[config.mk]
export PLATFORM = sky130hd
export DESIGN_NAME = draw_scheduler_flat
export DESIGN_NICKNAME = d
export VERILOG_FILES = /design/src/rtl/draw_pkg.sv /design/src/rtl/draw_scheduler_if.sv /design/src/rtl/draw_priority_pick.sv /design/src/rtl/draw_scheduler.sv /design/src/flat_wrapper.sv
export SDC_FILE = /design/constraint.sdc
export NUM_CORES = 1
export LEC_CHECK = 0
export BUFFER_PORTS_ARGS = -buffer_cell sky130_fd_sc_hd__buf_4
export CORE_MARGIN = 4
export CORE_UTILIZATION = 45
export CTS_CLUSTER_DIAMETER = 120
export DETAILED_ROUTE_END_ITERATION = 6
export MAX_ROUTING_LAYER = met4
export PLACE_DENSITY_LB_ADDON = 0.1
export SKIP_CTS_REPAIR_TIMING = 1
export SYNTH_ARGS = -nofsm -noshare
export SYNTH_HDL_FRONTEND = slang
export SYNTH_SLANG_ARGS = --single-unit
[constraint.sdc]
create_clock -name clock_all -period 2.17 [get_ports clock_all]
set_input_delay 0.434 -clock clock_all [delete_from_list [all_inputs] [get_ports clock_all]]
set_output_delay 0.434 -clock clock_all [all_outputs]
set_load 0.05 [all_outputs]
[src/rtl/draw_pkg.sv]
// rtl/draw_pkg.sv - shared state encoding, drawer indices and frame constants for the draw scheduler
package draw_pkg;

  typedef enum logic [2:0] {
    ST_IDLE  = 3'd0,
    ST_CLEAR = 3'd1,
    ST_DRAW  = 3'd2,
    ST_FLUSH = 3'd3,
    ST_FIN   = 3'd4
  } state_t;

  // Drawer indices; a higher index wins arbitration.
  localparam logic [1:0] SRC_TITLE  = 2'd0;
  localparam logic [1:0] SRC_BATTLE = 2'd1;
  localparam logic [1:0] SRC_WIN    = 2'd2;
  localparam logic [1:0] SRC_LOSE   = 2'd3;

  localparam int DEF_SCR_W  = 320;
  localparam int DEF_SCR_H  = 240;
  localparam int LAST_PIXEL = DEF_SCR_W * DEF_SCR_H - 1;

  // Watchdog width: holds a full 320x240 frame plus slack.
  localparam int WD_W = 17;

endpackage

[src/rtl/draw_scheduler_if.sv]
// rtl/draw_scheduler_if.sv - drawer-side and VGA-side signal bundle of the draw scheduler
interface draw_scheduler_if #(
  parameter int NUM_SRC = 4
);

  logic [NUM_SRC-1:0]   req;
  logic [NUM_SRC-1:0]   src_done;
  logic [NUM_SRC*9-1:0] src_x;
  logic [NUM_SRC*8-1:0] src_y;
  logic [NUM_SRC*3-1:0] src_colour;
  logic [NUM_SRC-1:0]   src_enable;
  logic [NUM_SRC-1:0]   src_reset_n;
  logic [8:0]           vga_x;
  logic [7:0]           vga_y;
  logic [2:0]           vga_colour;
  logic                 vga_plot;
  logic                 busy;
  logic [1:0]           grant_id;
  logic                 frame_done;

  // Scheduler side.
  modport slave (
    input  req, src_done, src_x, src_y, src_colour,
    output src_enable, src_reset_n, vga_x, vga_y, vga_colour, vga_plot,
    output busy, grant_id, frame_done
  );

  // Drawers / VGA adapter / controller side.
  modport master (
    output req, src_done, src_x, src_y, src_colour,
    input  src_enable, src_reset_n, vga_x, vga_y, vga_colour, vga_plot,
    input  busy, grant_id, frame_done
  );

endinterface

[src/rtl/draw_priority_pick.sv]
// rtl/draw_priority_pick.sv - highest-index-first encoder over the pending request vector
module draw_priority_pick #(
  parameter int NUM_SRC = 4
) (
  input  logic [NUM_SRC-1:0] pending_i,
  output logic [1:0]         index_o,
  output logic               valid_o
);

  // Ascending scan so the last (highest) set bit wins.
  always_comb begin
    index_o = '0;
    valid_o = 1'b0;
    for (int i = 0; i < NUM_SRC; i++) begin
      if (pending_i[i]) begin
        index_o = 2'(i);
        valid_o = 1'b1;
      end
    end
  end

endmodule

[src/rtl/draw_scheduler.sv]
// rtl/draw_scheduler.sv - arbitrates full-screen drawers onto the single VGA write port
module draw_scheduler
  import draw_pkg::*;
#(
  parameter int NUM_SRC = 4,
  parameter int SCR_W   = 320,
  parameter int SCR_H   = 240
) (
  input  logic           clock_all,
  input  logic           reset_all,
  draw_scheduler_if.slave bus
);

  // Last cycle index a DRAW may reach without src_done before being forced out.
  localparam logic [WD_W-1:0] WD_LIMIT = WD_W'(SCR_W * SCR_H + 1);

  state_t               state_q, state_d;
  logic [NUM_SRC-1:0]   pending_q, pending_d, grant_clr;
  logic [1:0]           grant_q, grant_d;
  logic [1:0]           pick_idx;
  logic                 pick_valid;
  logic [WD_W-1:0]      wd_q, wd_d;
  logic [8:0]           vga_x_q, sel_x;
  logic [7:0]           vga_y_q, sel_y;
  logic [2:0]           sel_colour;
  logic                 plot_q;
  logic                 sel_done;
  logic [NUM_SRC-1:0]   sel_onehot;

  draw_priority_pick #(.NUM_SRC(NUM_SRC)) u_pick (
    .pending_i (pending_q),
    .index_o   (pick_idx),
    .valid_o   (pick_valid)
  );

  // Route the granted drawer's coordinates, colour and done flag.
  always_comb begin
    sel_x      = '0;
    sel_y      = '0;
    sel_colour = '0;
    sel_done   = 1'b0;
    sel_onehot = '0;
    for (int i = 0; i < NUM_SRC; i++) begin
      if (grant_q == 2'(i)) begin
        sel_x         = bus.src_x[i*9 +: 9];
        sel_y         = bus.src_y[i*8 +: 8];
        sel_colour    = bus.src_colour[i*3 +: 3];
        sel_done      = bus.src_done[i];
        sel_onehot[i] = (state_q == ST_DRAW);
      end
    end
  end

  // Next state, grant capture, pending update and DRAW watchdog.
  always_comb begin
    state_d   = state_q;
    grant_d   = grant_q;
    grant_clr = '0;
    wd_d      = '0;
    unique case (state_q)
      ST_IDLE: begin
        if (pick_valid) begin
          state_d = ST_CLEAR;
          grant_d = pick_idx;
          for (int i = 0; i < NUM_SRC; i++) begin
            grant_clr[i] = (pick_idx == 2'(i));
          end
        end
      end
      ST_CLEAR: state_d = ST_DRAW;
      ST_DRAW: begin
        wd_d = wd_q + WD_W'(1);
        if (sel_done || (wd_q == WD_LIMIT)) begin
          state_d = ST_FLUSH;
        end
      end
      ST_FLUSH: state_d = ST_FIN;
      ST_FIN:   state_d = ST_IDLE;
      default:  state_d = ST_IDLE;
    endcase
    // A request in the grant cycle re-arms its bit so it is not lost.
    pending_d = (pending_q & ~grant_clr) | bus.req;
  end

  // Control state registers.
  always_ff @(posedge clock_all or negedge reset_all) begin
    if (!reset_all) begin
      state_q   <= ST_IDLE;
      pending_q <= '0;
      grant_q   <= '0;
      wd_q      <= '0;
    end else begin
      state_q   <= state_d;
      pending_q <= pending_d;
      grant_q   <= grant_d;
      wd_q      <= wd_d;
    end
  end

  // Coordinates and plot strobe delayed one cycle to meet the ROM colour.
  always_ff @(posedge clock_all or negedge reset_all) begin
    if (!reset_all) begin
      vga_x_q <= '0;
      vga_y_q <= '0;
      plot_q  <= 1'b0;
    end else begin
      vga_x_q <= sel_x;
      vga_y_q <= sel_y;
      plot_q  <= (state_q == ST_DRAW);
    end
  end

  assign bus.src_enable  = sel_onehot;
  assign bus.src_reset_n = sel_onehot;
  assign bus.vga_x       = vga_x_q;
  assign bus.vga_y       = vga_y_q;
  assign bus.vga_colour  = sel_colour;
  assign bus.vga_plot    = plot_q;
  assign bus.busy        = (state_q != ST_IDLE);
  assign bus.grant_id    = grant_q;
  assign bus.frame_done  = (state_q == ST_FIN);

endmodule

[src/flat_wrapper.sv]
// flat-port wrapper written by rule: the top's interface ports become plain ports
module draw_scheduler_flat import draw_pkg::*;
#(
  parameter int NUM_SRC = 4,
  parameter int SCR_W   = 320,
  parameter int SCR_H   = 240
)
  (clock_all, reset_all, bus_req, bus_src_done, bus_src_x, bus_src_y, bus_src_colour, bus_src_enable, bus_src_reset_n, bus_vga_x, bus_vga_y, bus_vga_colour, bus_vga_plot, bus_busy, bus_grant_id, bus_frame_done);
  draw_scheduler_if #(.NUM_SRC(NUM_SRC)) bus_i ();
  input  logic clock_all;
  input  logic reset_all;
  input wire logic [$bits(bus_i.req)-1:0] bus_req;
  input wire logic [$bits(bus_i.src_done)-1:0] bus_src_done;
  input wire logic [$bits(bus_i.src_x)-1:0] bus_src_x;
  input wire logic [$bits(bus_i.src_y)-1:0] bus_src_y;
  input wire logic [$bits(bus_i.src_colour)-1:0] bus_src_colour;
  output wire logic [$bits(bus_i.src_enable)-1:0] bus_src_enable;
  output wire logic [$bits(bus_i.src_reset_n)-1:0] bus_src_reset_n;
  output wire logic [$bits(bus_i.vga_x)-1:0] bus_vga_x;
  output wire logic [$bits(bus_i.vga_y)-1:0] bus_vga_y;
  output wire logic [$bits(bus_i.vga_colour)-1:0] bus_vga_colour;
  output wire logic [$bits(bus_i.vga_plot)-1:0] bus_vga_plot;
  output wire logic [$bits(bus_i.busy)-1:0] bus_busy;
  output wire logic [$bits(bus_i.grant_id)-1:0] bus_grant_id;
  output wire logic [$bits(bus_i.frame_done)-1:0] bus_frame_done;
  assign bus_i.req = bus_req;
  assign bus_i.src_done = bus_src_done;
  assign bus_i.src_x = bus_src_x;
  assign bus_i.src_y = bus_src_y;
  assign bus_i.src_colour = bus_src_colour;
  assign bus_src_enable = bus_i.src_enable;
  assign bus_src_reset_n = bus_i.src_reset_n;
  assign bus_vga_x = bus_i.vga_x;
  assign bus_vga_y = bus_i.vga_y;
  assign bus_vga_colour = bus_i.vga_colour;
  assign bus_vga_plot = bus_i.vga_plot;
  assign bus_busy = bus_i.busy;
  assign bus_grant_id = bus_i.grant_id;
  assign bus_frame_done = bus_i.frame_done;
  draw_scheduler #(.NUM_SRC(NUM_SRC), .SCR_W(SCR_W), .SCR_H(SCR_H)) u_core (.clock_all(clock_all), .reset_all(reset_all), .bus(bus_i));
endmodule
==> impl_results.md, run 1 <==
* Worst relative slew slack at 62.96%
* Synth warnings at 0
* Row count at 25
* DIE HEIGHT at roughly 79 um
* Slew @ Worst Pin at 0.5556 ns
* Max Slew Vio Count at 0
* Via count of the first global-routing pass at 2,152
* VDD IR-drop max at 684.3 uV
* Setup_tns at 0 ns
* Grt total ovfl at 0
* Mapped Nets at roughly 270
* Netlist Area Pre-Place at approximately 2300 um2
* Final HPWL DP at roughly 5000 um
* Min cycle time layout at ~2.0 ns
* Crit-path cells: nor2_1, nand2_2, inv_1, nand2_1, nor2_4, buf_4
* IO Count at around 120
* Commonest cells after routing, fill and taps aside: buf_4, dfrtp_1, nor2_1, mux4_2, nand2_1
* Crit. Startpoint: u_core.state_q[0]
* TritonCTS Buffers at 5
* Number of synthesized flops with an enable pin at 0
* Port Buffers at roughly 120
* Via count at just under 2,000
* Largest net degree at the start of global routing at 45
* RR Startpoint: u_core.wd_q[12]
* CTS tree: done
* Slowest CP cell: dfrtp_1
* Final weighted congestion in routability-driven placement at 0.8407
* Pwr per Cell Area at between 1000 and 1500 nW/um2
* Wire per inst at roughly 17 um
* Async S/R FF share, synth at 100.0%
* RSZ-0062 raised after global routing: false
* Later-pin clock latency in the skew report at around 0.3 ns
* Via/cell ratio at 5.314
* Final period util at between 90% and 100%
* DR iter-0 viols at 65
* Pre-CTS WS at 0.4412 ns
* Synth cell types at 38
* Commonest non-fill, non-tap cell in the layout: buf_4
* Post-synthesis sequential area ratio at about 49%
* N_diodes at 0
* Synthesis-stage register bit count at between 40 and 50
* Initial antenna violation count at 0
* Clk buf depth at 2
* Initial core utilization at 47.27%
* DR DRC count at 0
* Setup crit end kind: output pin
* Mean Syn Cell Area at 12.50 um2
* Clock Skews at ~0.0083 ns
* Flop2flop setup slack at around 0.44 ns
* Crit path launch type: flop
* Kind of cell adding the most delay to the critical path: simple AND/OR/NAND/NOR gates
* Worst EP arrival at between 1.5 and 2 ns
* Crit-path max FO at 6
* Final Worst Setup Slack at roughly 0.17 ns
* Primary FF master, synth: dfrtp_1
* CP max stage delay at approximately 0.46 ns
* WS Path Type: reg2out
* CORE AREA at ~4800 um2
* CTS root buffer: clkbuf_8
* GRT Total Usage at between 20% and 30%
* Leakage at around 1.5 nW
* Die X-Extent at about 79 um
* DRT Wirelength at 6303 um
* Max Clk Rate at roughly 500 MHz
* Status: finished clean
* Drt pass-1 iters at 4
* Clock slew at reported path FFs at ~0.080 ns
* Buf+Inv Stages, Crit Path at 2
* Hold WC Path Type: in2async
* Gate Count Post-Synth at approximately 180
* CTS HTree Levels at 2
* Final Hold Viols at 0
* Synthesis-to-finish area growth at 48.29%
* Total design power at between 4 and 5 mW
* First-pass GRT wire length at 9873 um
* Die area at around 6200 um2
* Count of maximum capacitance violations at 0
* ANT nets after route at 0
* # setup viols final at 0
* Layout cell share with drive strength beyond 1 at 54.64%
* Sink Count at 44
* Final nets at 393
* CP required at 1.74 ns
[stage by stage]
stage / hold WS, ns / instances / instance area, um2 / utilization (%)
2_1_floorplan: 0.1384 / 181 / 2307 / -
3_3_place_gp: 0.4639 / 361 / 3241 / 67.71
3_5_place_dp: 0.4664 / 361 / 3241 / 67.71
4_1_cts: 0.1391 / 369 / 3352 / 70.04
5_1_grt: 0.1543 / 369 / 3354 / 70.09
6_report: 0.1162 / 369 / 3354 / 70.09
[path summary, 6_finish.rpt]
kind                                          endpoint  cells past startpoint
worst max-delay path                bus_src_reset_n[2]                      6
worst min-delay path                    u_core.wd_q[5]                      1
worst max register to register       u_core.state_q[0]                      4
worst min register to register  u_core.bus.grant_id[0]                      1
max in group asynchronous       u_core.bus.grant_id[1]                      1
min in group clock_all             u_core.pending_q[1]                      2
[metal layers]
layer	wire length [um]	global-route usage, %
met4	125	7.732
met3	386	4.535
met2	3449	36.84
met1	2342	24.83
met5	0	-
[flip-flops by register name (all words and copies together) (netlist names)]
name,flops
u_core.pending_q,4
u_core.bus.vga_y,8
u_core.wd_q,17
u_core.bus.grant_id,2
u_core.bus.vga_plot,1
u_core.bus.vga_x,9
u_core.state_q,3
[synth_stat cells (all sizes together), types with 4 or more instances]
master,instances,area share [%]
a21oi,5,1.1
buf,9,2.7
clkbuf,4,1.1
dfrtp,44,49
inv,5,0.83
mux4,21,21
nand2,11,1.8
nand3,5,1.3
nand4,4,1.1
nor2,22,3.7
nor3,4,1.1
o21ai,7,1.5
xnor2,7,2.7
xor2,5,1.9
[worst reg2reg max path: stages (launching register included)]
cell and delay (ns):
dfrtp_1 0.43, or4_1 0.52, or4_1 0.43, o21ai_1 0.16
o21a_1 0.14
[cell type report]
cell class,instances,area [um2]
clock inverters,3,42.54
flip-flops and latches,44,1104
repair buffers,126,945.9
multi-input cells,119,1091
clock buffers,5,68.82
inverters,5,18.77
fillers,407,1431
well taps,67,83.83
[cell families after synthesis]
logic type | count (synthesis) | share of synthesized area, %
DFF | 44 | 48.67
AOI/OAI and AO/OA | 19 | 4.978
and+or+nand+nor | 65 | 15.10
adders and majority gates | 2 | 1.106
xor gates and xnor gates | 12 | 4.646
muxes | 21 | 20.91
buffers and inverters | 18 | 4.590
[power breakdown]
| part | leakage, nW | internal (mW) | switching (mW) |
|---|---|---|---|
| logic | 0.928 | 0.834 | 1.43 |
| registers | 0.542 | 1.04 | 0.173 |
| clock network | 0.0541 | 0.341 | 0.285 |
| total | 1.52 | 2.22 | 1.89 |
Note: power is estimated with default switching activity, not from simulation.
==> run 2, diff against run 1 <==
--- a/config.mk
+++ b/config.mk
@@ -6,4 +6,5 @@
 export NUM_CORES = 1
 export LEC_CHECK = 0
+export ABC_CLOCK_PERIOD_IN_PS = 2170
 export BUFFER_PORTS_ARGS = -buffer_cell sky130_fd_sc_hd__buf_4
 export CORE_MARGIN = 4
==> constraint.sdc (replaced) <==
create_clock -name clock_all -period 2.17 [get_ports clock_all]
set_input_delay 0.651 -clock clock_all [delete_from_list [all_inputs] [get_ports clock_all]]
set_output_delay 0.651 -clock clock_all [all_outputs]
set_load 0.05 [all_outputs]
==> impl_results.md, run 2 (same netlist as run 1, synthesis figures left out) <==
* Status: finished clean (unchanged)
* Leakage at 1.557 nW (was 1.524 nW)
* CP required at 1.52 ns (was 1.74 ns)
* Pwr per Cell Area at 1209 nW/um2 (was 1225 nW/um2)
* Layout cell share with drive strength beyond 1 at 57.00% (was 54.64%)
* Grt total ovfl at 0 (unchanged)
* Die area at 6225 um2 (unchanged)
* Hold WC Path Type: in2async (unchanged)
* Port Buffers at 122 (unchanged)
* Synthesis-to-finish area growth at 51.71% (was 48.29%)
* Slew @ Worst Pin at 0.5354 ns (was 0.5556 ns)
* Post-layout util at 71.71% (was 70.09%)
* Count of maximum capacitance violations at 0 (unchanged)
* N_diodes at 0 (unchanged)
* DIE HEIGHT at 78.90 um (unchanged)
* IO Count at 123 (unchanged)
* Via/cell ratio at 5.150 (was 5.314)
* Max reg flops at 17 (unchanged)
* Via count at 1,926 (was 1,961)
* Wire per inst at 16.24 um (was 17.08 um)
* Min cycle time layout at 2.103 ns (was 1.995 ns)
* TritonCTS Buffers at 5 (unchanged)
* CTS HTree Levels at 2 (unchanged)
* Clock Skews at 0.008380 ns (was 0.008340 ns)
* Placed Cells incl. Taps at 364 (was 361)
* Commonest non-fill, non-tap cell in the layout: buf_4 (unchanged)
* Via count of the first global-routing pass at 2,069 (was 2,152)
* Final period util at 96.91% (was 91.95%)
* DR iter-0 viols at 68 (was 65)
* GRT Total Usage at 20.56% (was 21.38%)
* Later-pin clock latency in the skew report at 0.29 ns (was 0.30 ns)
* Largest net degree at the start of global routing at 45 (unchanged)
* Final Hold Viols at 0 (unchanged)
* Final HPWL DP at 4965 um (was 5020 um)
* WS Path Type: reg2out (unchanged)
* Crit-path max FO at 5 (was 6)
* CTS tree: done (unchanged)
* Worst EP arrival at 1.45 ns (was 1.56 ns)
* Worst relative slew slack at 64.31% (was 62.96%)
* Final nets at 398 (was 393)
* Flop2flop setup slack at 0.34 ns (was 0.44 ns)
* Die X-Extent at 78.90 um (unchanged)
* DP Area at 3268 um2 (was 3241 um2)
* Max Slew Vio Count at 0 (unchanged)
* Largest reg by FF count: u_core.wd_q (unchanged)
* Sink Count at 44 (unchanged)
* Clk buf depth at 2 (unchanged)
* RSZ-0062 raised after global routing: true (was false)
* Design area at 3432 um2 (was 3354 um2)
* Initial core utilization at 47.27% (unchanged)
* Setup crit end kind: output pin (unchanged)
* CTS root buffer: clkbuf_8 (unchanged)
* Clock slew at reported path FFs at 0.08 ns (about the same)
* Commonest cells after routing, fill and taps aside: buf_4, dfrtp_1, mux4_2 (was buf_4, dfrtp_1, nor2_1, mux4_2, nand2_1)
* Max Clk Rate at 475.5 MHz (was 501.2 MHz)
* First-pass GRT wire length at 9501 um (was 9873 um)
* Fillcell total at 364 (was 407)
* CORE AREA at 4786 um2 (unchanged)
* Pre-CTS WS at 0.09452 ns (was 0.4412 ns)
* Crit path launch type: flop (unchanged)
* Layout Cells excl Fill at 374 (was 369)
* Initial antenna violation count at 0 (unchanged)
* # setup viols final at 0 (unchanged)
* Setup_tns at 0 ns (unchanged)
* Row count at 25 (unchanged)
* Final weighted congestion in routability-driven placement at 0.7891 (was 0.8407)
* Final Worst Setup Slack at 0.06697 ns (was 0.1746 ns)
* VDD IR-drop max at 933.8 uV (was 684.3 uV)
* DRT Wirelength at 6075 um (was 6303 um)
* DR DRC count at 0 (unchanged)
* ANT nets after route at 0 (unchanged)
* Drt pass-1 iters at 4 (unchanged)
[run 2: cell count changes in the layout (fill, tap and decap cells not counted), sizes merged]
cell      before  now
bufinv         1    0
clkinv         1    2
buf          126  131
clkbuf         5    6
clkinvlp       1    0
[run 2: layout make-up]
cell class,count,area [um2],area share (%)
Sequential cell,44,1107,32.26
Multi-Input combinational cell,119,1101,32.08
Timing Repair Buffer,131,1028,29.97
Tap cell,67,83.83,2.443
Clock buffer,6,82.58,2.406
Inverter,5,18.77,0.5468
Clock inverter,2,10.01,0.2917
[run 2: through the flow]
stage	power, mW	hold slack (ns)
floorplan	2.901	0.3554
global placement	3.542	0.4807
detailed placement	3.569	0.5047
CTS	4.096	0.3483
global route	4.364	0.3705
finish	4.150	0.3304
[run 2: final timing paths]
path | end | depth (start not counted) | start
min reg2reg | u_core.bus.grant_id[0] | 1 | u_core.pending_q[2]
min in group clock_all | u_core.bus.grant_id[0] | 1 | u_core.pending_q[2]
max | bus_src_enable[0] | 5 | u_core.state_q[0]
min | u_core.bus.vga_plot | 1 | reset_all
max in group asynchronous | u_core.bus.grant_id[1] | 1 | reset_all
max reg2reg | u_core.state_q[0] | 4 | u_core.bus.grant_id[0]
[run 2: layer usage]
| layer | wire length (um) | share of wire (%) | vias up | GRT usage (%) |
|---|---|---|---|---|
| li1 | - | - | 911 | - |
| met1 | 2249 | 37 | 926 | 23.14 |
| met2 | 3270 | 54 | 74 | 34.72 |
| met3 | 364 | 6.0 | 15 | 5.329 |
| met4 | 191 | 3.1 | 0 | 9.107 |
| met5 | 0 | 0 | - | - |
[run 2: report_power, final]
| group | leakage [nW] | total [mW] | internal [mW] | switching (mW) |
|---|---|---|---|---|
| Clock | 0.0510 | 0.517 | 0.254 | 0.263 |
| Combinational | 0.965 | 2.40 | 0.938 | 1.46 |
| Sequential | 0.541 | 1.24 | 1.05 | 0.187 |
[run 2: worst max-delay path: stages (launching register included)]
cell,delay (ns)
dfrtp_2,0.45
nor2_2,0.10
nand2_2,0.11
buf_6,0.14
nor3_4,0.16
buf_6,0.19
